## src/rtl/npu_act_pkg.sv

```systemverilog
// ============================================================================
// Module      : npu_act_pkg
// Description : Shared types and the activation helper for the NPU
//               activation path.
// Revision    : 1.0 - initial release
// ============================================================================
`default_nettype none

package npu_act_pkg;

    typedef enum logic {
        ARB_IDLE = 1'b0,
        ARB_BUSY = 1'b1
    } arb_state_t;

    localparam int ACT_DATA_W = 22;

    // Plain ReLU on a two's-complement pixel.
    function automatic logic [ACT_DATA_W-1:0] relu_f(input logic [ACT_DATA_W-1:0] pixel);
        return pixel[ACT_DATA_W-1] ? '0 : pixel;
    endfunction

endpackage

`default_nettype wire

```

## src/rtl/relu_stage.sv

```systemverilog
// ============================================================================
// Module      : relu_stage
// Description : Combinational ReLU with optional positive clip.
//               Optional feature macro: ACT_SAT_EN (clip at SAT_MAX).
// Revision    : 1.0 - initial release
// ============================================================================
`default_nettype none

module relu_stage
    import npu_act_pkg::*;
#(
    parameter int DATA_W = ACT_DATA_W
`ifdef ACT_SAT_EN
    ,
    parameter int SAT_MAX = (1 << 20) - 1
`endif
) (
    input  logic [DATA_W-1:0] i_pixel,
    output logic [DATA_W-1:0] o_result
);

    logic [DATA_W-1:0] w_relu;

    if (DATA_W == ACT_DATA_W) begin : g_pkg_relu
        assign w_relu = relu_f(i_pixel);
    end else begin : g_generic_relu
        assign w_relu = i_pixel[DATA_W-1] ? '0 : i_pixel;
    end

`ifdef ACT_SAT_EN
    localparam logic [DATA_W-1:0] C_SAT = DATA_W'(SAT_MAX);

    // w_relu is never negative here, so an unsigned compare is exact.
    assign o_result = (w_relu > C_SAT) ? C_SAT : w_relu;
`else
    assign o_result = w_relu;
`endif

endmodule

`default_nettype wire

```

## src/rtl/act_arbiter_ctrl.sv

```systemverilog
// ============================================================================
// Module      : act_arbiter_ctrl
// Description : Frame-locked round-robin arbiter sharing one ReLU stage among
//               N_REQ streams, with tagged valid/ready output register and
//               frame length checking. Optional macro: ACT_SAT_EN.
// Revision    : 1.0 - initial release
// ============================================================================
`default_nettype none

module act_arbiter_ctrl
    import npu_act_pkg::*;
#(
    parameter int N_REQ     = 4,
    parameter int DATA_W    = ACT_DATA_W,
    parameter int FRAME_LEN = 1024,
    parameter int SAT_MAX   = (1 << 20) - 1
) (
    input  logic                      clk,
    input  logic                      rst,
    input  logic [N_REQ-1:0]          req_valid,
    input  logic [N_REQ*DATA_W-1:0]   req_data,
    input  logic [N_REQ-1:0]          req_last,
    output logic [N_REQ-1:0]          req_ready,
    output logic                      out_valid,
    input  logic                      out_ready,
    output logic [DATA_W-1:0]         out_data,
    output logic [$clog2(N_REQ)-1:0]  out_tag,
    output logic                      out_last,
    output logic                      frame_done,
    output logic                      len_err
);

    localparam int                TAG_W       = $clog2(N_REQ);
    localparam int                CNT_W       = $clog2(FRAME_LEN) + 1;
    localparam logic [TAG_W-1:0]  C_LAST_ID   = TAG_W'(N_REQ - 1);
    localparam logic [CNT_W-1:0]  C_FRAME_LEN = CNT_W'(FRAME_LEN);

    if (N_REQ < 2 || N_REQ > 8) begin : g_bad_n_req
        $error("act_arbiter_ctrl: N_REQ must be in 2..8");
    end
    if (SAT_MAX < 1 || SAT_MAX >= (1 << (DATA_W - 1))) begin : g_bad_sat_max
        $error("act_arbiter_ctrl: SAT_MAX must be a positive in-range value");
    end

    arb_state_t         r_state;
    arb_state_t         w_state_nxt;
    logic [TAG_W-1:0]   r_owner;
    logic [TAG_W-1:0]   r_rr_ptr;
    logic [TAG_W-1:0]   w_pick_id;
    logic               w_pick_vld;
    logic               w_owner_rdy;
    logic               w_xfer;
    logic               w_xfer_last;
    logic [DATA_W-1:0]  w_req_pix [N_REQ];
    logic [DATA_W-1:0]  w_act_data;
    logic [CNT_W-1:0]   r_pix_cnt;
    logic               r_len_err;
    logic               r_out_valid;
    logic [DATA_W-1:0]  r_out_data;
    logic [TAG_W-1:0]   r_out_tag;
    logic               r_out_last;

    for (genvar g = 0; g < N_REQ; g++) begin : g_req_unpack
        assign w_req_pix[g] = req_data[g*DATA_W +: DATA_W];
    end

    // First valid requester at or after the round-robin pointer.
    always_comb begin
        logic [TAG_W-1:0] v_id;
        w_pick_vld = 1'b0;
        w_pick_id  = '0;
        v_id       = '0;
        for (int k = N_REQ - 1; k >= 0; k--) begin
            v_id = TAG_W'((int'(r_rr_ptr) + k) % N_REQ);
            if (req_valid[v_id]) begin
                w_pick_vld = 1'b1;
                w_pick_id  = v_id;
            end
        end
    end

    assign w_owner_rdy = !r_out_valid || out_ready;
    assign w_xfer      = (r_state == ARB_BUSY) && req_valid[r_owner] && w_owner_rdy;
    assign w_xfer_last = w_xfer && req_last[r_owner];

    always_ff @(posedge clk) begin
        if (rst) begin
            r_state <= ARB_IDLE;
        end else begin
            r_state <= w_state_nxt;
        end
    end

    always_comb begin
        w_state_nxt = r_state;
        req_ready   = '0;
        case (r_state)
            ARB_IDLE: begin
                if (w_pick_vld) begin
                    w_state_nxt = ARB_BUSY;
                end
            end
            ARB_BUSY: begin
                req_ready[r_owner] = w_owner_rdy;
                if (w_xfer_last) begin
                    w_state_nxt = ARB_IDLE;
                end
            end
            default: w_state_nxt = ARB_IDLE;
        endcase
    end

    always_ff @(posedge clk) begin
        if (rst) begin
            r_owner   <= '0;
            r_rr_ptr  <= '0;
            r_pix_cnt <= '0;
            r_len_err <= 1'b0;
        end else begin
            if (r_state == ARB_IDLE && w_pick_vld) begin
                r_owner <= w_pick_id;
            end
            if (w_xfer_last) begin
                r_rr_ptr  <= (r_owner == C_LAST_ID) ? '0 : r_owner + 1'b1;
                r_pix_cnt <= '0;
                if (r_pix_cnt + 1'b1 != C_FRAME_LEN) begin
                    r_len_err <= 1'b1;
                end
            end else if (w_xfer) begin
                r_pix_cnt <= r_pix_cnt + 1'b1;
            end
        end
    end

    relu_stage #(
        .DATA_W  (DATA_W)
`ifdef ACT_SAT_EN
        ,
        .SAT_MAX (SAT_MAX)
`endif
    ) u_relu (
        .i_pixel  (w_req_pix[r_owner]),
        .o_result (w_act_data)
    );

    // A transfer only happens when the register is empty or draining,
    // so loading here never overwrites an unaccepted result.
    always_ff @(posedge clk) begin
        if (rst) begin
            r_out_valid <= 1'b0;
            r_out_data  <= '0;
            r_out_tag   <= '0;
            r_out_last  <= 1'b0;
        end else if (w_xfer) begin
            r_out_valid <= 1'b1;
            r_out_data  <= w_act_data;
            r_out_tag   <= r_owner;
            r_out_last  <= req_last[r_owner];
        end else if (out_ready) begin
            r_out_valid <= 1'b0;
        end
    end

    assign out_valid  = r_out_valid;
    assign out_data   = r_out_data;
    assign out_tag    = r_out_tag;
    assign out_last   = r_out_last;
    assign len_err    = r_len_err;
    assign frame_done = r_out_valid && out_ready && r_out_last;

endmodule

`default_nettype wire

```

## config.mk

```make
export PLATFORM = sky130hd
export DESIGN_NAME = act_arbiter_ctrl
export DESIGN_NICKNAME = d
export VERILOG_FILES = /design/src/rtl/npu_act_pkg.sv /design/src/rtl/relu_stage.sv /design/src/rtl/act_arbiter_ctrl.sv
export SDC_FILE = /design/constraint.sdc
export NUM_CORES = 1
export LEC_CHECK = 0
export CAP_MARGIN = 20
export CORE_MARGIN = 5
export CORE_UTILIZATION = 44
export CTS_BUF_LIST = sky130_fd_sc_hd__clkbuf_8
export DETAILED_ROUTE_END_ITERATION = 6
export PLACE_DENSITY_LB_ADDON = 0.12
export SYNTH_ARGS = -nofsm -noshare
export SYNTH_HDL_FRONTEND = slang
export SYNTH_SLANG_ARGS = --single-unit
export TNS_END_PERCENT = 1
```

## constraint.sdc

```tcl
create_clock -name clk -period 4.1 [get_ports clk]
set_clock_uncertainty 0.2 [all_clocks]
set_input_delay 0.615 -clock clk [delete_from_list [all_inputs] [get_ports clk]]
set_output_delay 0.615 -clock clk [all_outputs]
set_load 0.01 [all_outputs]
```

==> PnR_summary.wiki <==
{| class="wikitable"
! Metric !! Value
|-
| Clock root buffer || clkbuf_8
|-
| DIE HEIGHT || 85.5 um
|-
| Deepest level of the CTS H-tree || 2
|-
| Actual transition at the worst max-transition pin || approximately 0.6 ns
|-
| Worst reg2reg endpoint || out_data[20]
|-
| TNS Setup || 0 ns
|-
| Register-to-register setup slack || about 1.6 ns
|-
| Fraction of layout instances using a drive strength above 1 || 0.101
|-
| Post-Synthesis Mean Instance Area || around 9 um2
|-
| Data arrival time of the critical path || ~2.2 ns
|-
| Status || complete, no violations
|-
| Drt total wl || approximately 7400 um
|-
| Number of failing hold endpoints at the final stage || 0
|-
| Crit. End Element || output pin
|-
| Cell accounting for the most synthesized area || dfxtp_1
|-
| CTS Buf Count || 5
|-
| Most frequent cells in the layout || clkdlybuf4s50_1, dfxtp_1, a21oi_1
|-
| Initial core utilization || 0.455
|-
| Ys Warns || 0
|-
| Total of max-cap violations || 0
|-
| Max-slew violations || 0
|-
| Final antenna diode count || 0
|-
| Depth of the most critical reg-to-reg path || 5
|-
| Routed len/inst || approximately 16 um
|-
| Layout Nets || 490
|-
| Area of the mapped netlist || between 2000 and 3000 um2
|-
| Post-Layout Cell Count || ~460
|-
| Unique masters post-synth || 38
|-
| DPL Wire Length || 5900 um
|-
| Via count of the first global-routing pass || 2,599
|-
| Clock latency reported for the late side of the worst-skew pair || slightly below 0.3 ns
|-
| Proportion of netlist area held by the largest area contributor || 0.335
|-
| Area Growth Syn to Fin || 55.2%
|-
| Overall global routing resource usage || 0.206
|-
| Clock Path Buffers || 2
|-
| Residual antenna-violating net count after detailed routing || 0
|-
| Setup repair after global routing missed its margin || no
|-
| Pin count of the biggest net entering global routing || 38
|-
| Worst hold-check path type || reg -> reg
|-
| Final critical path time including I/O delays and setup || about 3 ns
|-
| Die Width || roughly 85 um
|-
| Sequential cell area || between 800 and 900 um2
|-
| Fraction of the yosys area taken by sequential cells || 0.335
|-
| Clock transition time at the flip-flop clock pins of the worst setup and hold paths || 0.08 ns
|-
| Post-route fraction of the period consumed by the critical path || 0.733
|-
| Routability Congestion || 0.747
|-
| Critical path required time || approximately 3.3 ns
|-
| Area of the multi-input gates || 1530 um2
|-
| Iteration count of the initial detailed-routing pass || 4
|-
| Critical R2R Launch || r_owner[1]
|-
| Total power per unit cell area || between 200 and 250 nW/um2
|-
| Placed Cells incl. Taps || approximately 450
|-
| Violation count after the first detailed-routing iteration || between 80 and 90
|-
| Slew Limit Headroom || 0.599
|-
| Antenna violations before repair || 0
|-
| Maximum net fanout on the critical path || 11
|-
| Tightest hold margin || 0.256 ns
|-
| TritonCTS clock tree || yes
|-
| Post-CTS Setup Repair Bufs || 0
|-
| Critical path destination || req_ready[1]
|-
| Global-route wire length before repair || between 10,000 and 15,000 um
|-
| Floorplan die area || between 7000 and 8000 um2
|-
| Total number of clock tree sinks || 42
|-
| Number of endpoints failing setup at the final stage || 0
|-
| Hold-fix buffers at CTS || 0
|-
| Yosys reg bits || 42
|-
| Leakage power summed over all cells || about 0.0013 uW
|-
| Via density per instance || approximately 5.5
|-
| Max Clock Freq || approximately 330 MHz
|-
| Core Region || 5510 um2
|-
| Critical setup path kind || in -> out
|-
| Instance count of the mapped netlist || roughly 270
|-
| Peak ir drop on the vdd network || ~0.16 mV
|-
| Via total after detailed routing || between 2,000 and 3,000
|-
| Filler cell count in the final layout || around 440
|-
| Nets in the synthesized netlist || about 380
|-
| Most common library cell in the layout ignoring fill and taps || clkdlybuf4s50_1
|-
| Synth top area cells || dfxtp_1, mux4_2, a21oi_1
|-
| Total I/O pin count || between 100 and 150
|-
| Number of buffers inserted by port buffering || approximately 130
|-
| Cell row count || 27
|-
| Worst setup startpoint || out_ready
|-
| Post-detailed-route DRC marker count || 0
|-
| Kind of start point of the critical path || primary input
|-
| Quantity of gates resized following cts || 0
|-
| Remaining global-route overflow || 0
|}
## cell usage after synthesis, drive strengths merged
| cell | instances |
|---|---|
| a211o | 1 |
| nand4 | 6 |
| dfxtp | 42 |
| or4 | 1 |
| a21oi | 39 |
| o211ai | 1 |
| a311oi | 2 |
| xor2 | 3 |
| o31a | 1 |
| nand2 | 35 |
| ha | 5 |
| conb | 1 |
| nand2b | 3 |
| o21a | 1 |
| xnor2 | 4 |
| inv | 5 |
| nor4 | 1 |
| buf | 16 |
| a21o | 1 |
| clkbuf | 9 |
| a211oi | 1 |
| or3 | 6 |
| and2 | 2 |
| and3 | 12 |
| mux2i | 3 |
| o221ai | 1 |
| o31ai | 1 |
| mux4 | 23 |
| nor2 | 7 |
| nand3 | 25 |
| o21ai | 7 |
| a31oi | 3 |
| o2111ai | 1 |
| mux2 | 2 |
## worst min-delay path by stage
stage / from / endpoint / slack [ns] / cells past startpoint
6_report: out_data[3] / out_data[3] / 0.26 / 2
5_1_grt: r_rr_ptr[0] / r_rr_ptr[0] / 0.27 / 2
4_1_cts: out_data[3] / out_data[3] / 0.26 / 2
3_5_place_dp: out_data[17] / out_data[17] / 0.25 / 2
3_3_place_gp: out_data[8] / out_data[8] / 0.24 / 2
2_1_floorplan: r_rr_ptr[0] / r_rr_ptr[0] / 0.23 / 2
## metal layers
metal,share of wire,global-route usage
met1,0.38,0.229
met2,0.52,0.372
met3,0.081,0.0759
met5,0,0
met4,0.011,0.0504
## sequential cells by signal, indices dropped and copies added, names as in the netlist
register	flops
out_data	21
r_pix_cnt	11
out_tag	2
r_state	1
len_err	1
r_owner	2
r_rr_ptr	2
out_valid	1
out_last	1
## critical path, cell delays in order
cell	delay, ns
clkdlybuf4s50_1	0.47
nand2b_1	0.35
and3_1	0.22
clkdlybuf4s50_1	0.53
## power breakdown
part | internal, uW | switching, uW
logic | 166 | 93.9
registers | 424 | 21.1
clock network | 118 | 141
total | 708 | 256
## cell families (layout without fill, tap and decap cells)
| family | count (synthesis) | after routing | synth area share |
|---|---|---|---|
| compound gates | 60 | 60 | 0.135 |
| xor+xnor | 7 | 7 | 0.0245 |
| fa+ha+maj | 5 | 5 | 0.0250 |
| buf+inv | 30 | 146 | 0.0529 |
| flops | 42 | 42 | 0.335 |
| mux | 28 | 28 | 0.228 |
| other cells | 1 | 1 | 0.00150 |
| simple gates | 98 | 98 | 0.198 |
## layout make-up
type / instances / area share
Inverter: 5 / 0.00482
Clock inverter: 3 / 0.00450
Multi-Input combinational cell: 199 / 0.394
Tap cell: 72 / 0.0231
Clock buffer: 5 / 0.0177
Timing Repair Buffer: 133 / 0.339
Sequential cell: 42 / 0.216
## stage by stage
step	util	setup WS [ns]	area [um2]	power [uW]
floorplan	-	1.97	2510	575
global placement	0.691	1.13	3810	713
detailed placement	0.691	1.10	3810	718
CTS	0.707	1.09	3890	974
global route	0.707	1.00	3890	1020
finish	0.707	1.09	3890	963
(Power assumes the default switching activity.)
